**src/rtl/ddr_port_pkg.sv**
```systemverilog
// Shared types and constants for the Wishbone-to-DDR read-buffered port.
package ddr_port_pkg;

    localparam int WB_DW   = 32;
    localparam int WB_SELW = 4;

    typedef enum logic [1:0] {
        ST_IDLE  = 2'd0,
        ST_FILL  = 2'd1,
        ST_WRITE = 2'd2,
        ST_RESP  = 2'd3
    } port_state_e;

    function automatic int line_words(input int buf_width);
        return 1 << buf_width;
    endfunction

endpackage

```
**src/rtl/ddr_line_buf.sv**
```systemverilog
// One-line read buffer: byte-enabled synchronous write port, asynchronous read port.
module ddr_line_buf
    import ddr_port_pkg::*;
#(
    parameter int BUF_WIDTH = 3,
    parameter int IDX_W     = 3
) (
    input  logic               clk,
    input  logic               wr_en,
    input  logic [IDX_W-1:0]   wr_idx,
    input  logic [WB_SELW-1:0] wr_sel,
    input  logic [WB_DW-1:0]   wr_dat,
    input  logic [IDX_W-1:0]   rd_idx,
    output logic [WB_DW-1:0]   rd_dat
);

    localparam int LINE_WORDS = line_words(BUF_WIDTH);

    logic [WB_DW-1:0] mem [LINE_WORDS];

    always_ff @(posedge clk) begin
        if (wr_en) begin
            for (int b = 0; b < WB_SELW; b++) begin
                if (wr_sel[b]) begin
                    mem[wr_idx][8*b +: 8] <= wr_dat[8*b +: 8];
                end
            end
        end
    end

    assign rd_dat = mem[rd_idx];

endmodule

```
**src/rtl/wb_ddr_rd_buf_port.sv**
```systemverilog
// Wishbone classic slave in front of the DDR controller wrapper: reads are served
// from a one-line buffer filled by bursts, writes pass through and merge into it.
module wb_ddr_rd_buf_port
    import ddr_port_pkg::*;
#(
    parameter int BUF_WIDTH  = 3,
    parameter int ADDR_WIDTH = 25
) (
    input  logic               local_clk_i,
    input  logic               local_reset_n_i,
    input  logic [31:0]        wb_adr_i,
    input  logic [WB_DW-1:0]   wb_dat_i,
    input  logic [WB_SELW-1:0] wb_sel_i,
    input  logic               wb_we_i,
    input  logic               wb_cyc_i,
    input  logic               wb_stb_i,
    output logic [WB_DW-1:0]   wb_dat_o,
    output logic               wb_ack_o,
    output logic               acc_o,
    output logic               we_o,
    output logic [31:0]        adr_o,
    output logic [WB_DW-1:0]   dat_o,
    output logic [WB_SELW-1:0] sel_o,
    output logic [3:0]         buf_width_o,
    input  logic               rdy_i,
    input  logic               idle_i,
    input  logic [31:0]        adr_i,
    input  logic [WB_DW-1:0]   dat_i,
    input  logic               ack_i
);

    localparam int LINE_WORDS = line_words(BUF_WIDTH);
    localparam int IDX_W      = (BUF_WIDTH > 0) ? BUF_WIDTH : 1;
    localparam int TAG_W      = ADDR_WIDTH - BUF_WIDTH - 2;
    localparam int CNT_W      = BUF_WIDTH + 1;

    function automatic logic [TAG_W-1:0] tag_of(input logic [31:0] a);
        return a[ADDR_WIDTH-1:BUF_WIDTH+2];
    endfunction

    function automatic logic [IDX_W-1:0] idx_of(input logic [31:0] a);
        return IDX_W'((a >> 2) & 32'(LINE_WORDS - 1));
    endfunction

    port_state_e      state, state_d;
    logic             valid;
    logic [TAG_W-1:0] tag;
    logic [CNT_W-1:0] cnt;

    logic             req, wb_hit, wr_hit, fill_done;
    logic             buf_we;
    logic [IDX_W-1:0] buf_wr_idx, buf_rd_idx;
    logic [WB_SELW-1:0] buf_wr_sel;
    logic [WB_DW-1:0] buf_wr_dat, buf_rd_dat;

    // Handshakes: a WB request (cyc & stb) is accepted only in IDLE and completed by
    // a one-cycle wb_ack_o; acc_o is held from issue until ack_i (write) or until
    // every beat of the line has landed (read), and only issued while idle_i is high.
    assign req       = wb_cyc_i & wb_stb_i & ~wb_ack_o;
    assign wb_hit    = valid & (tag_of(wb_adr_i) == tag);
    assign wr_hit    = valid & (tag_of(adr_o) == tag);
    assign fill_done = (state == ST_FILL) & (cnt == CNT_W'(LINE_WORDS));

    assign wb_ack_o    = (state == ST_RESP) & wb_cyc_i & wb_stb_i;
    assign buf_width_o = 4'(BUF_WIDTH);

    logic unused_ok;
    assign unused_ok = ^{rdy_i, wb_adr_i, adr_i};

    always_comb begin
        state_d = state;
        case (state)
            ST_IDLE: begin
                if (req) begin
                    if (!wb_we_i && wb_hit) state_d = ST_RESP;
                    else if (idle_i)        state_d = wb_we_i ? ST_WRITE : ST_FILL;
                end
            end
            ST_FILL:  if (fill_done) state_d = ST_RESP;
            ST_WRITE: if (ack_i)     state_d = ST_RESP;
            ST_RESP:  state_d = ST_IDLE;
            default:  state_d = ST_IDLE;
        endcase
    end

    // FILL indexes by the controller's beat address so any wrap order lands correctly.
    always_comb begin
        buf_we     = 1'b0;
        buf_wr_idx = idx_of(adr_i);
        buf_wr_sel = '1;
        buf_wr_dat = dat_i;
        if (state == ST_FILL) begin
            buf_we = ack_i & ~fill_done;
        end else if (state == ST_WRITE) begin
            buf_we     = ack_i & wr_hit;
            buf_wr_idx = idx_of(adr_o);
            buf_wr_sel = sel_o;
            buf_wr_dat = dat_o;
        end
    end

    assign buf_rd_idx = (state == ST_FILL) ? idx_of(adr_o) : idx_of(wb_adr_i);

    ddr_line_buf #(
        .BUF_WIDTH (BUF_WIDTH),
        .IDX_W     (IDX_W)
    ) u_line_buf (
        .clk    (local_clk_i),
        .wr_en  (buf_we),
        .wr_idx (buf_wr_idx),
        .wr_sel (buf_wr_sel),
        .wr_dat (buf_wr_dat),
        .rd_idx (buf_rd_idx),
        .rd_dat (buf_rd_dat)
    );

    always_ff @(posedge local_clk_i or negedge local_reset_n_i) begin
        if (!local_reset_n_i) state <= ST_IDLE;
        else                  state <= state_d;
    end

    always_ff @(posedge local_clk_i or negedge local_reset_n_i) begin
        if (!local_reset_n_i) begin
            acc_o    <= 1'b0;
            we_o     <= 1'b0;
            adr_o    <= '0;
            dat_o    <= '0;
            sel_o    <= '1;
            wb_dat_o <= '0;
            valid    <= 1'b0;
            tag      <= '0;
            cnt      <= '0;
        end else begin
            case (state)
                ST_IDLE: begin
                    if (req) begin
                        if (!wb_we_i && wb_hit) begin
                            wb_dat_o <= buf_rd_dat;
                        end else if (idle_i) begin
                            acc_o <= 1'b1;
                            adr_o <= wb_adr_i;
                            if (wb_we_i) begin
                                we_o  <= 1'b1;
                                dat_o <= wb_dat_i;
                                sel_o <= wb_sel_i;
                            end else begin
                                we_o  <= 1'b0;
                                sel_o <= '1;
                                valid <= 1'b0;
                                cnt   <= '0;
                            end
                        end
                    end
                end
                ST_FILL: begin
                    if (fill_done) begin
                        acc_o    <= 1'b0;
                        valid    <= 1'b1;
                        tag      <= tag_of(adr_o);
                        wb_dat_o <= buf_rd_dat;
                    end else if (ack_i) begin
                        cnt <= cnt + 1'b1;
                    end
                end
                ST_WRITE: begin
                    if (ack_i) begin
                        acc_o <= 1'b0;
                        we_o  <= 1'b0;
                    end
                end
                default: ;
            endcase
        end
    end

endmodule

```
**config.mk**
```make
export PLATFORM = sky130hd
export DESIGN_NAME = wb_ddr_rd_buf_port
export DESIGN_NICKNAME = d
export VERILOG_FILES = /design/src/rtl/ddr_port_pkg.sv /design/src/rtl/ddr_line_buf.sv /design/src/rtl/wb_ddr_rd_buf_port.sv
export SDC_FILE = /design/constraint.sdc
export NUM_CORES = 1
export LEC_CHECK = 0
export ABC_AREA = 1
export BUFFER_PORTS_ARGS = -buffer_cell sky130_fd_sc_hd__buf_2
export CAP_MARGIN = 20
export CORE_MARGIN = 2
export CORE_UTILIZATION = 50
export CTS_CLUSTER_SIZE = 30
export DETAILED_ROUTE_END_ITERATION = 8
export PLACE_DENSITY = 0.76
export SYNTH_ARGS = -nofsm -noshare
export SYNTH_HDL_FRONTEND = slang
export SYNTH_SLANG_ARGS = --single-unit
export TNS_END_PERCENT = 20
```
**constraint.sdc**
```tcl
create_clock -name local_clk_i -period 3.1 [get_ports local_clk_i]
set_input_delay 0.31 -clock local_clk_i [delete_from_list [all_inputs] [get_ports local_clk_i]]
set_output_delay 0.31 -clock local_clk_i [all_outputs]
set_load 0.05 [all_outputs]
```
* Word-level counts from Yosys, hierarchy flattened
Memory sizes are Yosys's and may differ from the RTL's.
Cells that the tools add are included.
** Storage, ports and cells
- Flip-flop bits (word level) :: 129
- Bits in writable memories :: 256
- Bits of input ports :: 140
- Output and inout bits :: 107
- Logic and storage cells :: 112
- Memories :: 1
** Memory list
- u_line_buf.mem :: words 8, width 32, rd ports 1, clocked after Yosys merged registers in 0, wr ports 1, RTL line ddr_line_buf.sv:19 : logic [WB_DW-1:0] mem [LINE_WORDS];
** Operators by class
- $add $sub $neg :: 1
- Equal/unequal tests :: 16
- Muxes and demuxes :: 57
- Bitwise logic cells :: 12
- Reduce and logical (&&, ||, !) cells :: 15
** Operators with widths (number)
- 32-bit two-way mux :: 5
- 32-bit case mux with 2 select lines :: 1
- 20-bit equality test :: 2
- 4-bit two-way mux :: 9
- 1-bit two-way mux :: 28
- 2-bit != test, second input constant :: 9
- 2-bit two-way mux :: 6
- 4-bit AND reduction :: 3
- 6-bit AND reduction :: 2
- 5-bit AND reduction :: 2
- 1-bit bitwise AND :: 9
- 3-bit two-way mux :: 3
- 2-bit case mux with 4 select lines :: 1
- 4-bit case mux with 2 select lines :: 1
- 7-bit AND reduction :: 1
- 4-bit by 1-bit adder with 4-bit output, second input constant :: 1
- 2-bit equality test, second input constant :: 2
- 4-bit equality test, second input constant :: 1
- 1-bit case mux with 2 select lines :: 2
- 2-bit nonzero test :: 2
- 3-bit != test, second input constant :: 1
- 1-bit NOT :: 3
- 1-bit case mux with 3 select lines :: 1
- 3-bit nonzero test :: 1
- other kinds (5) :: 5

* Depth between registers and ports, before layout
Gate-level depths: netlist of run 1.
- Word-level depth :: 7
- Mapped depth :: 13
- Gate-level depth less buffers :: 13

* Hierarchy
From an unflattened synthesis of run 1, not the netlist that was laid out.
** Unflattened totals
- Cells, all modules :: 2051
- Area total of the unflattened synthesis :: 17996.0 um^2
** By module, submodules not included
- ddr_line_buf :: times used 1, cells each 1154, area an instance 11354.6 um^2, sequential area each 7687.4 um^2
- wb_ddr_rd_buf_port :: times used 1, cells each 897, area an instance 6641.4 um^2, sequential area each 3233.1 um^2

* Worst setup path before layout of run 1
No wires, ideal clock.
- Path kind :: flip-flop to flip-flop
- Start :: register state[1]
- End :: memory u_line_buf.mem[1][0] (enable)
- Data arrival time :: 1971 ps
- Required time :: 2730 ps
- Path slack :: 759 ps
- Cell stages (with the launch flop) :: 14
- Path buffers :: 0
- Cell sequence :: dfrtp_1 > inv_1 > ha_1 > inv_2 > nand2_2 > inv_2 > nand2_1 > a21oi_1 > nand2_1 > nor2_1 > nand3_1 > nand2_1 > nand3_2 > nor2_1
** Between the ends
- Word-level cells in the longest chain between the ends :: 7
- Elaborated cells on any way between the ends :: 14
** Ends and longest elaborated chain
- start: declaration :: RTL line wb_ddr_rd_buf_port.sv:45 : port_state_e state, state_d;
- start signal: assignment :: RTL line wb_ddr_rd_buf_port.sv:119 : else state <= state_d;
- 2-bit by 1-bit equality test with 1-bit output :: RTL line wb_ddr_rd_buf_port.sv:62, wb_ddr_rd_buf_port.sv:92
- 1-bit bitwise AND :: RTL line wb_ddr_rd_buf_port.sv:62 : assign fill_done = (state == ST_FILL) & (cnt == CNT_W'(LINE_WORDS));
- 1-bit NOT :: RTL line wb_ddr_rd_buf_port.sv:93 : buf_we = ack_i & ~fill_done;
- 1-bit bitwise AND :: RTL line wb_ddr_rd_buf_port.sv:93
- 1-bit two-way mux :: RTL line wb_ddr_rd_buf_port.sv:92 : if (state == ST_FILL) begin
- 1-bit two-way mux :: RTL line ddr_line_buf.sv:22 : if (wr_en) begin
- 1-bit two-way mux (not written as such) :: RTL line ddr_line_buf.sv:25 : mem[wr_idx][8*b +: 8] <= wr_dat[8*b +: 8];
- end: declaration :: RTL line ddr_line_buf.sv:19
Parallel ways exist; a longest one is shown, timed or not.

* Worst setup path in the final report of run 1
- Start :: register state[1]
- End :: memory u_line_buf.mem[4][27] (enable)
Same word-level chain as after synthesis.

==> results of run 1 <==
[repair_timing]
| item | CTS | global route |
|---|---|---|
| resized for setup | 0 | 0 |
| hold buffers | 20 | 0 |
| hold endpoints to repair | 74 | 0 |
[per-layer routing]
metal,global-route usage,part of all wire,vias up
li1,-,-,5901
met5,0,0.00057,-
met1,0.284,0.43,5634
met3,0.0436,0.063,86
met2,0.352,0.47,358
met4,0.0694,0.029,4
[critical path: stages, from the launching register on]
cell     delay (ns)
dfrtp_1        0.40
inv_1          0.10
ha_1           0.27
inv_2          0.09
nand2_2        0.07
buf_4          0.27
o21ai_0        0.41
inv_1          0.12
nor2_1         0.16
nand2_1        0.22
nor2_1         0.17
buf_4          0.21
[worst max path at each step]
stage | to | slack, ns | cells after the start
6_report | u_line_buf.mem[4][27] | 0.30 | 11
5_1_grt | u_line_buf.mem[5][29] | 0.06 | 14
4_1_cts | u_line_buf.mem[5][29] | 0.32 | 14
3_5_place_dp | u_line_buf.mem[4][27] | 0.39 | 14
3_3_place_gp | u_line_buf.mem[3][5] | 0.47 | 14
2_1_floorplan | u_line_buf.mem[1][0] | 0.76 | 13
[layout make-up]
class,instances,area share
Antenna cell,1,0.000125
Clock buffer,51,0.0534
Clock inverter,23,0.00828
Inverter,205,0.0383
Multi-Input combinational cell,943,0.240
Sequential cell,385,0.543
Tap cell,448,0.0279
Timing Repair Buffer,285,0.0885
[cell usage after synthesis (all sizes together)]
cell type and instances:
nor2 76, a211oi 1, o211ai 65, nand2 416
edfxtp 256, a2111oi 1, a21oi 70, or2 8
nand3 43, conb 2, dfrtp 125, buf 62
inv 204, xor2 7, clkbuf 18, nand4 7
o21ai 165, clkinv 1, mux2 32, dfstp 4
nand3b 32, xnor2 4, nor3 6, ha 6
[sequential cells by signal, indices dropped and copies added, names as in the netlist, 2 cells and up]
| name | cells |
|---|---|
| u_line_buf.mem | 256 |
| adr_o | 32 |
| dat_o | 32 |
| wb_dat_o | 32 |
| tag | 20 |
| cnt | 4 |
| sel_o | 4 |
| state | 2 |
[power breakdown]
group	leakage (uW)	total [uW]	switching (uW)	internal, uW
combinational	0.00424	8490	6220	2270
sequential	0.00394	7280	525	6760
clock	0.000606	4550	1920	2620
total	0.00878	20300	8660	11700
[metrics by stage]
| stage | std cells | hold slack (ns) | util | setup slack (ns) | power, uW |
|---|---|---|---|---|---|
| 6_report | 2341 | 0.0148 | 0.601 | 0.301 | 20300 |
| 5_1_grt | 2341 | 0.00962 | 0.601 | 0.0552 | 21500 |
| 4_1_cts | 2340 | 0.00156 | 0.601 | 0.324 | 20400 |
| 3_5_place_dp | 2246 | 0.325 | 0.558 | 0.388 | 15900 |
| 3_3_place_gp | 2246 | 0.328 | 0.558 | 0.470 | 15600 |
| 2_1_floorplan | 1613 | 0.0144 | - | 0.759 | 13600 |
[cells by family (layout without fill, tap and decap cells)]
kind of cell | after synthesis | after routing | synth area share
AND/OR/NAND/NOR | 588 | 588 | 0.145
AO/OA/AOI/OAI | 302 | 302 | 0.106
other | 2 | 5 | 0.000444
multiplexers | 32 | 32 | 0.0213
flip-flops | 385 | 385 | 0.646
buffers and inverters | 285 | 564 | 0.0712
XOR/XNOR | 11 | 11 | 0.00570
adder cells (fa/ha/maj) | 6 | 6 | 0.00444
==> summary.log, run 1 <==
[status] status finished clean
[min_path] cell depth of the worst hold path 2
[grt] maximum number of pins on one net before global-route repair 69
[setup_path] RR Startpoint state[1]
[floorplan] die area 35300 sq um
[clocking] TritonCTS Sinks 385
[setup_path] startpoint class of the critical path flip-flop
[clocking] worst-skew pair later-pin latency 0.53 ns
[finish] nets@finish 2006
[yosys] number of cells produced by synthesis 1611
[timing] crit path time final 2.80 ns
[detailed_routing] detailed-route wire length 37000 um
[place] placed cell area 18700 sq um
[timing] period utilization 0.903
[floorplan] die boundary height 188 um
[setup_path] worst path arrival time 3.02 ns
[clocking] post-CTS setup-driven buffer insertion count 0
[yosys] top cell type by total area after synthesis edfxtp_1
[clocking] Clk pin slew, worst setup/hold paths 0.06 ns
[floorplan] Die Span X 188 um
[min_path] Hold Startpoint wb_dat_i[10]
[detailed_routing] via density per instance 5.12
[detailed_routing] number of nets with antenna violations after routing 0
[yosys] part of the Yosys area used for sequential elements 0.646
[yosys] most area-consuming cells after synthesis edfxtp_1 45%, dfrtp_1 18%, nand2_1 9.1%
[setup_path] required time at the worst-slack endpoint 3.32 ns
[clocking] Longest Clk Path Bufs 3
[finish] Fill cells 2614
[finish] area occupied by registers 10900 sq um
[place] half-perimeter wire length after placement 24700 um
[grt] number of global-route vias before repair 11915
[yosys] count of synthesis-stage warnings from yosys 0
[power_and_ir_drop] pwr dens 1010 nW/um^2
[clocking] CTS H-tree lvls 2
[setup_path] worst reg-to-reg path cell count 11
[timing] highest clock rate 0.357 GHz
[grt] initial antenna violation count 3
[finish] commonest cells after routing, fill and taps aside 411 x nand2_1, 256 x edfxtp_1, 211 x buf_2
[floorplan] I/O pin cnt 247
[yosys] portion of synthesized cell area occupied by the leading cell type 0.454
[floorplan] initial standard-cell utilization of the core 0.506
[power_and_ir_drop] worst supply voltage drop on vdd 0.775 mV
[finish] Area growth, synth to finish 18.8%
[detailed_routing] length of the first detailed-routing pass in iterations 5
[grt] global router's overall resource usage 0.213
[place] routability-driven placement congestion ratio 0.849
[floorplan] area of the core 33400 sq um
[clocking] root buffer cell clkbuf_16
[power_and_ir_drop] P_leak 0.00878 uW
[timing] Max Transition Viols Final 0
[yosys] mean instance size in the synthesized netlist 10.5 sq um
[min_path] terminating pin of the worst hold path dat_o[10]
[floorplan] count of standard-cell rows 67
[finish] share of layout cells above drive strength 1 0.216
[yosys] post-synthesis sequential element count 385
[finish] commonest non-fill, non-tap cell in the layout nand2_1
[finish] final cell area excluding filler cells 20100 sq um
[detailed_routing] wire length per cell after detailed routing 15.8 um
[yosys] number of distinct library cells after synthesis 36
[timing] total count of hold-check failures in the final report 0
[yosys] synthesized cell area 16900 sq um
[place] I/O Buffers 212
[setup_path] Crit. End Element flip-flop
[grt] remaining global-route overflow 0
[clocking] CTS Buf Count 40
[timing] slew at the pin closest to its max-slew limit 0.655 ns
[setup_path] critical path start-end classification reg -> reg
[setup_path] crit path launch state[1]
[detailed_routing] vias post-DR 11983
[detailed_routing] First DRT Iteration DRCs 854
[finish] combined area of the multi-input logic cells 4830 sq um
[timing] setup repair after global routing missed its margin false
[job] MaxCap Viol Count 0
[timing] sum of negative setup slack 0 ns
[grt] global-route wire length before repair 60300 um
[detailed_routing] number of remaining DRC errors 0
[clocking] TritonCTS clock tree done
[setup_path] highest fanout seen on the critical path 26
[setup_path] worst reg2reg setup slack 0.30 ns
[setup_path] endpoint of the worst register-to-register path u_line_buf.mem[4][27]
[timing] Setup-failing EPs final 0
[timing] relative max-transition margin 0.552
[timing] Layout Skew 0.0168 ns
[min_path] HP Class in -> reg
No activity file was read; power rests on OpenSTA's default activity.
==> run 2: changes to the inputs <==
==> constraint.sdc (replaced) <==
create_clock -name local_clk_i -period 2.75 [get_ports local_clk_i]
set_input_delay 0.275 -clock local_clk_i [delete_from_list [all_inputs] [get_ports local_clk_i]]
set_output_delay 0.275 -clock local_clk_i [all_outputs]
set_load 0.05 [all_outputs]
==> run 2 against run 1 <==
Routed wire length up 5.3%. Maximum frequency increased by 8.5%. Largest power group unchanged. Non-clock buffer count up 50. Clock-buffer cell count rose by 1.
==> summary.log, run 2 (synthesis results as in run 1) <==
[detailed_routing] highest routing layer actually used met5 [unchanged]
[setup_path] required time at the worst-slack endpoint 2.97 ns [was 3.32 ns]
[finish] commonest cells after routing, fill and taps aside 410 x nand2_1, 256 x edfxtp_1, 211 x buf_2 [was 411 x nand2_1, 256 x edfxtp_1, 211 x buf_2]
[finish] utilization of the core after routing 0.615 [was 0.601]
[place] Inst Count DP 2252 [was 2246]
[place] half-perimeter wire length after placement 25300 um [was 24700 um]
[timing] total count of hold-check failures in the final report 0 [unchanged]
[clocking] TritonCTS Sinks 385 [unchanged]
[timing] sum of negative setup slack 0 ns [unchanged]
[clocking] TritonCTS clock tree done [unchanged]
[grt] initial antenna violation count 2 [was 3]
[power_and_ir_drop] worst supply voltage drop on vdd 0.880 mV [was 0.775 mV]
[grt] maximum number of pins on one net before global-route repair 85 [was 69]
[grt] remaining global-route overflow 0 [unchanged]
[clocking] post-CTS setup-driven buffer insertion count 0 [unchanged]
[detailed_routing] via density per instance 5.12 [about the same]
[floorplan] die boundary height 188 um [unchanged]
[floorplan] die area 35300 sq um [unchanged]
[detailed_routing] First DRT Iteration DRCs 1027 [was 854]
[setup_path] worst reg2reg setup slack 0.17 ns [was 0.30 ns]
[timing] period utilization 0.938 [was 0.903]
[detailed_routing] number of remaining DRC errors 0 [unchanged]
[power_and_ir_drop] sequential group share of total power 0.355 [was 0.358]
[power_and_ir_drop] P_leak 0.00899 uW [was 0.00878 uW]
[grt] global router's overall resource usage 0.221 [was 0.213]
[min_path] terminating pin of the worst hold path adr_o[13] [was dat_o[10]]
[timing] relative max-transition margin 0.429 [was 0.552]
[setup_path] RR Startpoint state[0] [was state[1]]
[clocking] CTS Buf Count 40 [unchanged]
[floorplan] Die Span X 188 um [unchanged]
[floorplan] initial standard-cell utilization of the core 0.506 [unchanged]
[power_and_ir_drop] Comb power frac 0.423 [was 0.418]
[finish] number of flip-flops under the largest register name 256 [unchanged]
[power_and_ir_drop] Pwr Total 23200 uW [was 20300 uW]
[power_and_ir_drop] pwr dens 1130 nW/um^2 [was 1010 nW/um^2]
[finish] largest reg by FF count u_line_buf.mem [unchanged]
[setup_path] startpoint class of the critical path flip-flop [unchanged]
[detailed_routing] length of routed wiring on met1 16100 um [was 16000 um]
[clocking] CTS H-tree lvls 2 [unchanged]
[min_path] cell depth of the worst hold path 3 [was 2]
[setup_path] highest fanout seen on the critical path 25 [was 26]
[status] status finished clean [unchanged]
[timing] slack of the critical path 0.170 ns [was 0.301 ns]
[finish] n_diodes 0 [was 1]
[timing] Layout Skew 0.0175 ns [was 0.0168 ns]
[finish] share of layout cells above drive strength 1 0.214 [was 0.216]
[power_and_ir_drop] clock network fraction of total power 0.222 [was 0.224]
[floorplan] area of the core 33400 sq um [unchanged]
[clocking] root buffer cell clkbuf_16 [unchanged]
[floorplan] I/O pin cnt 247 [unchanged]
[min_path] HP Class in -> reg [unchanged]
[power_and_ir_drop] share of total power consumed by net switching 0.427 [was 0.426]
[clocking] worst-skew pair later-pin latency 0.53 ns [about the same]
[clocking] Clk pin slew, worst setup/hold paths 0.06 ns [about the same]
[detailed_routing] vias post-DR 12220 [was 11983]
[detailed_routing] amount of wire on met3 after detailed routing 2800 um [was 2350 um]
[finish] Final Instance Count excl. Fillers 2386 [was 2341]
[setup_path] worst reg-to-reg path cell count 10 [was 11]
[place] I/O Buffers 212 [unchanged]
[setup_path] endpoint of the worst register-to-register path u_line_buf.mem[1][11] [was u_line_buf.mem[4][27]]
[timing] highest clock rate 0.388 GHz [was 0.357 GHz]
[detailed_routing] wire length per cell after detailed routing 16.3 um [was 15.8 um]
[clocking] Longest Clk Path Bufs 3 [unchanged]
[finish] Area growth, synth to finish 21.7% [was 18.8%]
[power_and_ir_drop] net switching power 9890 uW [was 8660 uW]
[place] minimum setup slack after placement 0.150 ns [was 0.388 ns]
[timing] crit path time final 2.58 ns [was 2.80 ns]
[power_and_ir_drop] internal portion of total power 13300 uW [was 11700 uW]
[setup_path] Crit. End Element flip-flop [unchanged]
[setup_path] worst path arrival time 2.80 ns [was 3.02 ns]
[timing] slew at the pin closest to its max-slew limit 0.853 ns [was 0.655 ns]
[finish] nets@finish 2056 [was 2006]
[grt] number of global-route vias before repair 12156 [was 11915]
[timing] Max Transition Viols Final 0 [unchanged]
[place] routability-driven placement congestion ratio 0.889 [was 0.849]
[finish] commonest non-fill, non-tap cell in the layout nand2_1 [unchanged]
[detailed_routing] length of the first detailed-routing pass in iterations 5 [unchanged]
[timing] setup repair after global routing missed its margin false [unchanged]
[min_path] Hold Startpoint wb_adr_i[13] [was wb_dat_i[10]]
[detailed_routing] routed length on met2 18900 um [was 17500 um]
[job] MaxCap Viol Count 0 [unchanged]
[detailed_routing] detailed-route wire length 38900 um [was 37000 um]
[timing] Setup-failing EPs final 0 [unchanged]
[setup_path] critical path start-end classification reg -> reg [unchanged]
[floorplan] count of standard-cell rows 67 [unchanged]
[grt] global-route wire length before repair 62100 um [was 60300 um]
[detailed_routing] number of nets with antenna violations after routing 0 [unchanged]
-- run 2: cell types whose count changed in the layout (fill, tap and decap cells not counted), sizes merged --
| cell | change |
|---|---|
| diode | -1 |
| clkinv | -4 |
| clkbuf | +1 |
| inv | -1 |
| dlygate4sd3 | +44 |
| buf | +6 |
-- run 2: worst max-delay path, stage by stage (launching register included) --
cell,delay [ns]
dfrtp_1,0.41
inv_1,0.10
ha_1,0.23
nand2_2,0.11
buf_4,0.27
o21ai_1,0.32
inv_1,0.10
nor2_1,0.16
nand2_1,0.20
nor2_1,0.18
buf_4,0.19
-- run 2: how the worst max path moves through the flow --
stage / depth (start not counted) / slack (ns) / end / from
floorplan: 13 / 0.41 / u_line_buf.mem[1][0] / state[1]
finish: 10 / 0.17 / u_line_buf.mem[1][11] / state[0]
global placement: 10 / 0.25 / u_line_buf.mem[1][27] / state[0]
CTS: 10 / 0.12 / u_line_buf.mem[1][11] / state[0]
global route: 9 / 0.03 / u_line_buf.mem[7][28] / state[0]
detailed placement: 10 / 0.15 / u_line_buf.mem[1][1] / state[0]
-- run 2: final cells by class --
class | count | area (sq um)
clock inverters | 18 | 140
multi-input cells | 943 | 4830
flip-flops and latches | 385 | 10900
well taps | 448 | 561
clock buffers | 52 | 1100
fillers | 2598 | 12900
inverters | 205 | 769
repair buffers | 335 | 2260
-- run 2: power by group through the flow --
stage                     sequential, uW  clock, uW  combinational [uW]
after floorplan                    10900          0                4440
after global placement              8260          0                9470
after detailed placement            8310          0                9700
after CTS                           8210       5230                9810
after global routing                8350       5470               10600
final                               8220       5140                9790
-- run 2: per-stage QoR --
stage                     instance area, sq um  hold WS [ns]
after detailed placement                 18700         0.346
after global placement                   18700         0.342
after CTS                                20600        0.0127
after floorplan                          16900       -0.0206
final                                    20600        0.0211
after global routing                     20600        0.0449
-- run 2: timing repair --
action	in CTS	in global routing
hold buffers	64	0
setup endpoints to repair	0	99
endpoints found under the hold margin	128	0
resized for setup	0	2
-- run 2: layer usage --
layer,vias up,track usage
li1,5987,-
met5,-,0
met4,4,0.0724
met1,5749,0.282
met2,398,0.373
met3,82,0.0507
